<file path="config.mk">
export PLATFORM = sky130hd
export DESIGN_NAME = fetch_queue
export DESIGN_NICKNAME = d
export VERILOG_FILES = /design/src/rtl/fetch_queue_pkg.sv /design/src/rtl/fetch_queue_fifo.sv /design/src/rtl/fetch_queue.sv
export SDC_FILE = /design/constraint.sdc
export NUM_CORES = 1
export LEC_CHECK = 0
export CELL_PAD_IN_SITES_DETAIL_PLACEMENT = 0
export CELL_PAD_IN_SITES_GLOBAL_PLACEMENT = 2
export CORE_MARGIN = 2
export CORE_UTILIZATION = 36
export CTS_BUF_LIST = sky130_fd_sc_hd__clkbuf_4 sky130_fd_sc_hd__clkbuf_8
export DETAILED_ROUTE_END_ITERATION = 16
export MAX_ROUTING_LAYER = met4
export PLACE_DENSITY_LB_ADDON = 0.1
export SYNTH_ARGS = -nofsm -noshare
export SYNTH_HDL_FRONTEND = slang
export SYNTH_HIERARCHICAL = 1
export SYNTH_SLANG_ARGS = --single-unit
export TNS_END_PERCENT = 50
</file>
<file path="constraint.sdc">
create_clock -name clk -period 3 [get_ports clk]
set_clock_uncertainty 0.1 [all_clocks]
set_input_delay 0.6 -clock clk [delete_from_list [all_inputs] [get_ports clk]]
set_output_delay 0.6 -clock clk [all_outputs]
set_load 0.005 [all_outputs]
</file>
<file path="src/rtl/fetch_queue_pkg.sv">
// fetch_queue_pkg: shared constants and DEPTH range check for the fetch queue
package fetch_queue_pkg;

    localparam logic [31:0] NOP       = 32'h0;
    localparam int          DEPTH_MIN = 2;
    localparam int          DEPTH_MAX = 4;

    function automatic bit depth_ok(input int d);
        return (d >= DEPTH_MIN) && (d <= DEPTH_MAX);
    endfunction

endpackage

</file>
<file path="src/rtl/fetch_queue_fifo.sv">
// fetch_queue_fifo: DEPTH x WIDTH circular buffer with enqueue, dequeue, clear and occupancy count
module fetch_queue_fifo
    import fetch_queue_pkg::*;
#(
    parameter int  DEPTH = 2,
    parameter int  WIDTH = 48,
    localparam int PW    = $clog2(DEPTH),
    localparam int CW    = $clog2(DEPTH + 1)
) (
    input  logic             clk,
    input  logic             rst_n,
    input  logic             enq,
    input  logic             deq,
    input  logic             clr,
    input  logic [WIDTH-1:0] wdata,
    output logic [WIDTH-1:0] rdata,
    output logic [CW-1:0]    count
);

    logic [WIDTH-1:0] mem_q [DEPTH];
    logic [WIDTH-1:0] mem_d [DEPTH];
    logic [PW-1:0]    head_q, head_d;
    logic [PW-1:0]    tail_q, tail_d;
    logic [CW-1:0]    count_q, count_d;

    // pointers wrap at DEPTH, which need not be a power of two
    function automatic logic [PW-1:0] wrap_inc(input logic [PW-1:0] p);
        return (p == PW'(DEPTH - 1)) ? '0 : p + 1'b1;
    endfunction

    // next state: clear beats enqueue/dequeue; simultaneous enq+deq leaves count unchanged
    always_comb begin
        mem_d   = mem_q;
        head_d  = head_q;
        tail_d  = tail_q;
        count_d = count_q;
        if (clr) begin
            head_d  = '0;
            tail_d  = '0;
            count_d = '0;
        end else begin
            if (enq) begin
                mem_d[tail_q] = wdata;
                tail_d        = wrap_inc(tail_q);
            end
            if (deq)
                head_d = wrap_inc(head_q);
            count_d = count_q + CW'(enq) - CW'(deq);
        end
    end

    // storage and pointer registers; entries reset so the head reads zero out of reset
    always_ff @(posedge clk or negedge rst_n) begin
        if (!rst_n) begin
            mem_q   <= '{default: '0};
            head_q  <= '0;
            tail_q  <= '0;
            count_q <= '0;
        end else begin
            mem_q   <= mem_d;
            head_q  <= head_d;
            tail_q  <= tail_d;
            count_q <= count_d;
        end
    end

    assign rdata = mem_q[head_q];
    assign count = count_q;

    no_overflow: assert property (@(posedge clk) disable iff (!rst_n)
        !(enq && !deq && !clr && count_q == CW'(DEPTH)))
        else $error("fetch_queue_fifo overflow");

endmodule

</file>
<file path="src/rtl/fetch_queue.sv">
// fetch_queue: issues pc to 1-cycle imem, queues returning words in order and hands {pc, inst} to decode.
// Define FETCH_PERF_EN to add the perf_fetched / perf_squashed counters.
module fetch_queue #(
    parameter int ADDR_WIDTH = 16,
    parameter int DATA_WIDTH = 32,
    parameter int DEPTH      = 2
) (
    input  logic                  clk,
    input  logic                  rst_n,
    input  logic [ADDR_WIDTH-1:0] pc,
    output logic [ADDR_WIDTH-1:0] imem_addr,
    input  logic [DATA_WIDTH-1:0] imem_rdata,
    output logic                  fetch_stall,
    input  logic                  flush,
    input  logic                  id_stall,
    output logic                  id_valid,
    output logic [ADDR_WIDTH-1:0] id_pc,
    output logic [DATA_WIDTH-1:0] id_inst
`ifdef FETCH_PERF_EN
    ,
    output logic [31:0]           perf_fetched,
    output logic [31:0]           perf_squashed
`endif
);

    import fetch_queue_pkg::*;

    localparam int CW = $clog2(DEPTH + 1);
    localparam int EW = ADDR_WIDTH + DATA_WIDTH;

    if (!depth_ok(DEPTH)) begin : g_bad_depth
        $error("fetch_queue DEPTH must be 2..4");
    end

    logic                  req_valid_q, req_valid_d;
    logic [ADDR_WIDTH-1:0] req_pc_q, req_pc_d;
    logic [CW-1:0]         count;
    logic [EW-1:0]         head;
    logic [CW:0]           occ;
    logic                  deq;
    logic                  issue;

    // stall when the queue plus the in-flight read would fill every slot, so a returning word always fits
    always_comb begin
        imem_addr   = pc;
        deq         = id_valid & ~id_stall;
        occ         = (CW+1)'(count) + (CW+1)'(req_valid_q) - (CW+1)'(deq);
        fetch_stall = occ >= (CW+1)'(DEPTH);
        issue       = ~fetch_stall & ~flush;
        req_valid_d = issue;
        req_pc_d    = pc;
    end

    // decode-facing view of the head entry; instruction reads as NOP when empty
    always_comb begin
        id_valid = count != '0;
        id_pc    = head[EW-1:DATA_WIDTH];
        id_inst  = id_valid ? head[DATA_WIDTH-1:0] : DATA_WIDTH'(NOP);
    end

    // single outstanding memory read; flush drops it via issue
    always_ff @(posedge clk or negedge rst_n) begin
        if (!rst_n) begin
            req_valid_q <= 1'b0;
            req_pc_q    <= '0;
        end else begin
            req_valid_q <= req_valid_d;
            req_pc_q    <= req_pc_d;
        end
    end

    fetch_queue_fifo #(
        .DEPTH (DEPTH),
        .WIDTH (EW)
    ) u_fifo (
        .clk   (clk),
        .rst_n (rst_n),
        .enq   (req_valid_q & ~flush),
        .deq   (deq & ~flush),
        .clr   (flush),
        .wdata ({req_pc_q, imem_rdata}),
        .rdata (head),
        .count (count)
    );

`ifdef FETCH_PERF_EN
    logic [31:0] perf_fetched_q, perf_fetched_d;
    logic [31:0] perf_squashed_q, perf_squashed_d;

    // count delivered instructions, and everything held or in flight when a flush hits
    always_comb begin
        perf_fetched_d  = perf_fetched_q + 32'(deq & ~flush);
        perf_squashed_d = flush ? perf_squashed_q + 32'(count) + 32'(req_valid_q) : perf_squashed_q;
    end

    // free-running 32-bit counters, wrapping naturally
    always_ff @(posedge clk or negedge rst_n) begin
        if (!rst_n) begin
            perf_fetched_q  <= '0;
            perf_squashed_q <= '0;
        end else begin
            perf_fetched_q  <= perf_fetched_d;
            perf_squashed_q <= perf_squashed_d;
        end
    end

    assign perf_fetched  = perf_fetched_q;
    assign perf_squashed = perf_squashed_q;
`endif

endmodule
</file>
==> metrics.cfg <==
[outcome]
status=completed

[final_layout]
final_nets=525
layoutNonFillerInstCount=662
postLayoutCellArea_sq_um=7000
n_fill_cell=1248
drive_above_1_share_pct=37.6
synthToLayoutAreaGrowth_pct=34.2
num_antenna_cells=0

[clock_network]
clk_pin_slew_ns=0.07
root_buffer=clkbuf_8
cts_tree=done
cts_max_level=4
clk_path_buf_depth=2
clock_latency_ns=0.42
cts_made_buffers=17
cts-hold-fix-buffers=0
clock_sinks=117

[pwr]
power_density_nw_per_um2=958
vdd_drop_max_v=0.000358
power.leakage_nw=3.02
total_power_mw=6.70

[placed_design]
io_buffer_count=117
placed_cells=627
dp_slack_ns=-0.355
dpl-instance-area_sq_um=6500
gp_congestion=0.706
hpwlAfterDp_mm=6.71

[die]
io_pins=118
dieArea_sq_um=15500
chipHeight_microns=124
core-area_sq_um=14000
fp.dieW_microns=124
start_util_pct=37.3
num_rows=43

[synth]
netlist_top_cells_area=dfrtp_1 56%, mux2_2 27%, mux2_1 4.3%
synth_cell_type_count=21
async_flop_share_pct=100
synthSimpleGateAreaFrac_pct=5.52
synthMuxAreaShare_pct=31.1
yosysSeqAreaShare_pct=56.2
synthCells=352
synth_top_cell_by_area=dfrtp_1
netlist_area_sq_um=5210
yosys.area_share.xor_xnor_pct=0.936
synth_fa_ha_area_share_pct=1.10
ys.flop_type=dfrtp_1
synth_top_family_by_area=multiplexers
postSynthAreaPerCell_sq_um=14.8
synth.most_common_cell=mux2_2
synth_edf_count=0
synth-compound-area-share_pct=0
synth_top_area_share_pct=56.2
synth_seq_cells=117
netlist_top_cells_count=124 x mux2_2, 117 x dfrtp_1, 34 x nor2b_1
syn-num-nets=408
yosysWarnings=6

[routing]
drc=0
vias=3109
drtIter0Drc=99
routed_via_density=4.70
routed_wl_mm=10.4
dr.pass1.iters=3
ant_nets=0
wire_per_inst_microns=15.8

[sta]
finalSetupViolCount=0
hold_violations=0
fin_crit_sh_pct=95.0
fmax_mhz=351
rsz0062_at_grt=no
slew-limit-headroom_pct=62.7
worst_slack_ns=0.149
final_max_slew_viol_count=0
tightest_slew_ns=0.559
min_period_ns=2.85

[critical_path]
r2r_start=u_fifo/count[1]
crit_path_end_kind=output pin
path_class=register to output pin
path_max_fanout=2
r2r_setup_slack_ns=0.94
cp.required_ns=2.30
r2r_end=u_fifo/count[1]
worstRegToRegCells=9
critPathArrivalTime_ns=2.15
critPathLaunchType=register

[grt]
grt_pass1_vias=3337
grt_util_all_layers_pct=14.6
grt_overflow_total=0
antenna_found_initial=0
grt_pass1_wl_mm=17.3
grt_start_max_net_pins=44

[min_path]
hp-class=input pin to asynchronous set/reset pin

[run]
drv_cap=0

critical path, cell delays in order (launching register included):
cell	delay, ns
dfrtp_2	0.43
nor2_4	0.11
nor2_1	0.05
ha_1	0.30
nand2b_4	0.15
fa_2	0.36
xnor2_2	0.17
nand2_1	0.06
clkbuf_2	0.11
registers in the layout, indices dropped and copies added (netlist names):
name,cells
req_pc_q,16
u_fifo/mem_q,96
u_fifo/head_q,1
u_fifo/count,2
req_valid_q,1
u_fifo/tail_q,1
cell type report:
class                   instances  area [sq um]  area share, %
multi-input cells             197          2040           29.1
well taps                     180           225           3.22
inverters                       4          15.0          0.215
repair buffers                132          1330           18.9
clock inverters                 8           144           2.06
flip-flops and latches        117          2930           41.9
clock buffers                  24           318           4.54
report_power, final:
part           leakage (nW)  switching (mW)  internal (mW)
Clock                 0.240           0.591           1.03
Sequential             1.45           0.315           2.26
Combinational          1.33           0.835           1.66
Total                  3.02            1.74           4.96
how the worst max path moves through the flow:
stage,start,end,slack [ns],depth (start not counted)
2_1_floorplan,u_fifo/count[1],fetch_stall,0.46,8
5_1_grt,u_fifo/count[1],fetch_stall,0.03,8
4_1_cts,u_fifo/count[0],fetch_stall,0.008,8
3_3_place_gp,id_stall,fetch_stall,-0.31,8
3_5_place_dp,id_stall,fetch_stall,-0.36,8
6_report,u_fifo/count[1],fetch_stall,0.15,8
stage by stage:
step | utilization, % | hold slack (ns) | TNS, ns
finish | 50.0 | 0.0528 | 0
global route | 50.0 | 0.0657 | 0
CTS | 50.0 | 0.0543 | 0
detailed placement | 46.5 | 0.375 | -0.355
global placement | 46.5 | 0.363 | -0.314
floorplan | - | 0.204 | 0
kinds of logic (layout without fill, tap and decap cells):
kind of cell / count (synthesis) / in the layout
simple gates: 45 / 45
fa+ha+maj: 4 / 4
flops: 117 / 117
buf+inv: 38 / 168
xor+xnor: 4 / 4
mux: 144 / 144
timing repair:
item                       CTS  global route
resized for setup            6             2
setup endpoints to repair    1             1
pin swaps                    2             4
buffers inserted             2             1
cloned                       0             0
cell usage in the layout, fill, tap and decap left out, drive strengths merged, types with 3 or more instances in the layout:
cell / instances
mux2: 144
dfrtp: 117
clkdlybuf4s50: 114
nor2b: 34
clkbuf: 25
buf: 16
nor2: 5
inv: 4
bufinv: 4
clkinv: 4
ha: 3
xnor2: 3
layer usage:
metal / global-route usage (%) / wire, microns / part of all wire [%]
met5: - / 0 / 0
met4: 5.95 / 165 / 1.6
met3: 4.30 / 480 / 4.6
met2: 23.2 / 5120 / 49
met1: 17.6 / 4660 / 45
Power figures use the tool's default switching activity.
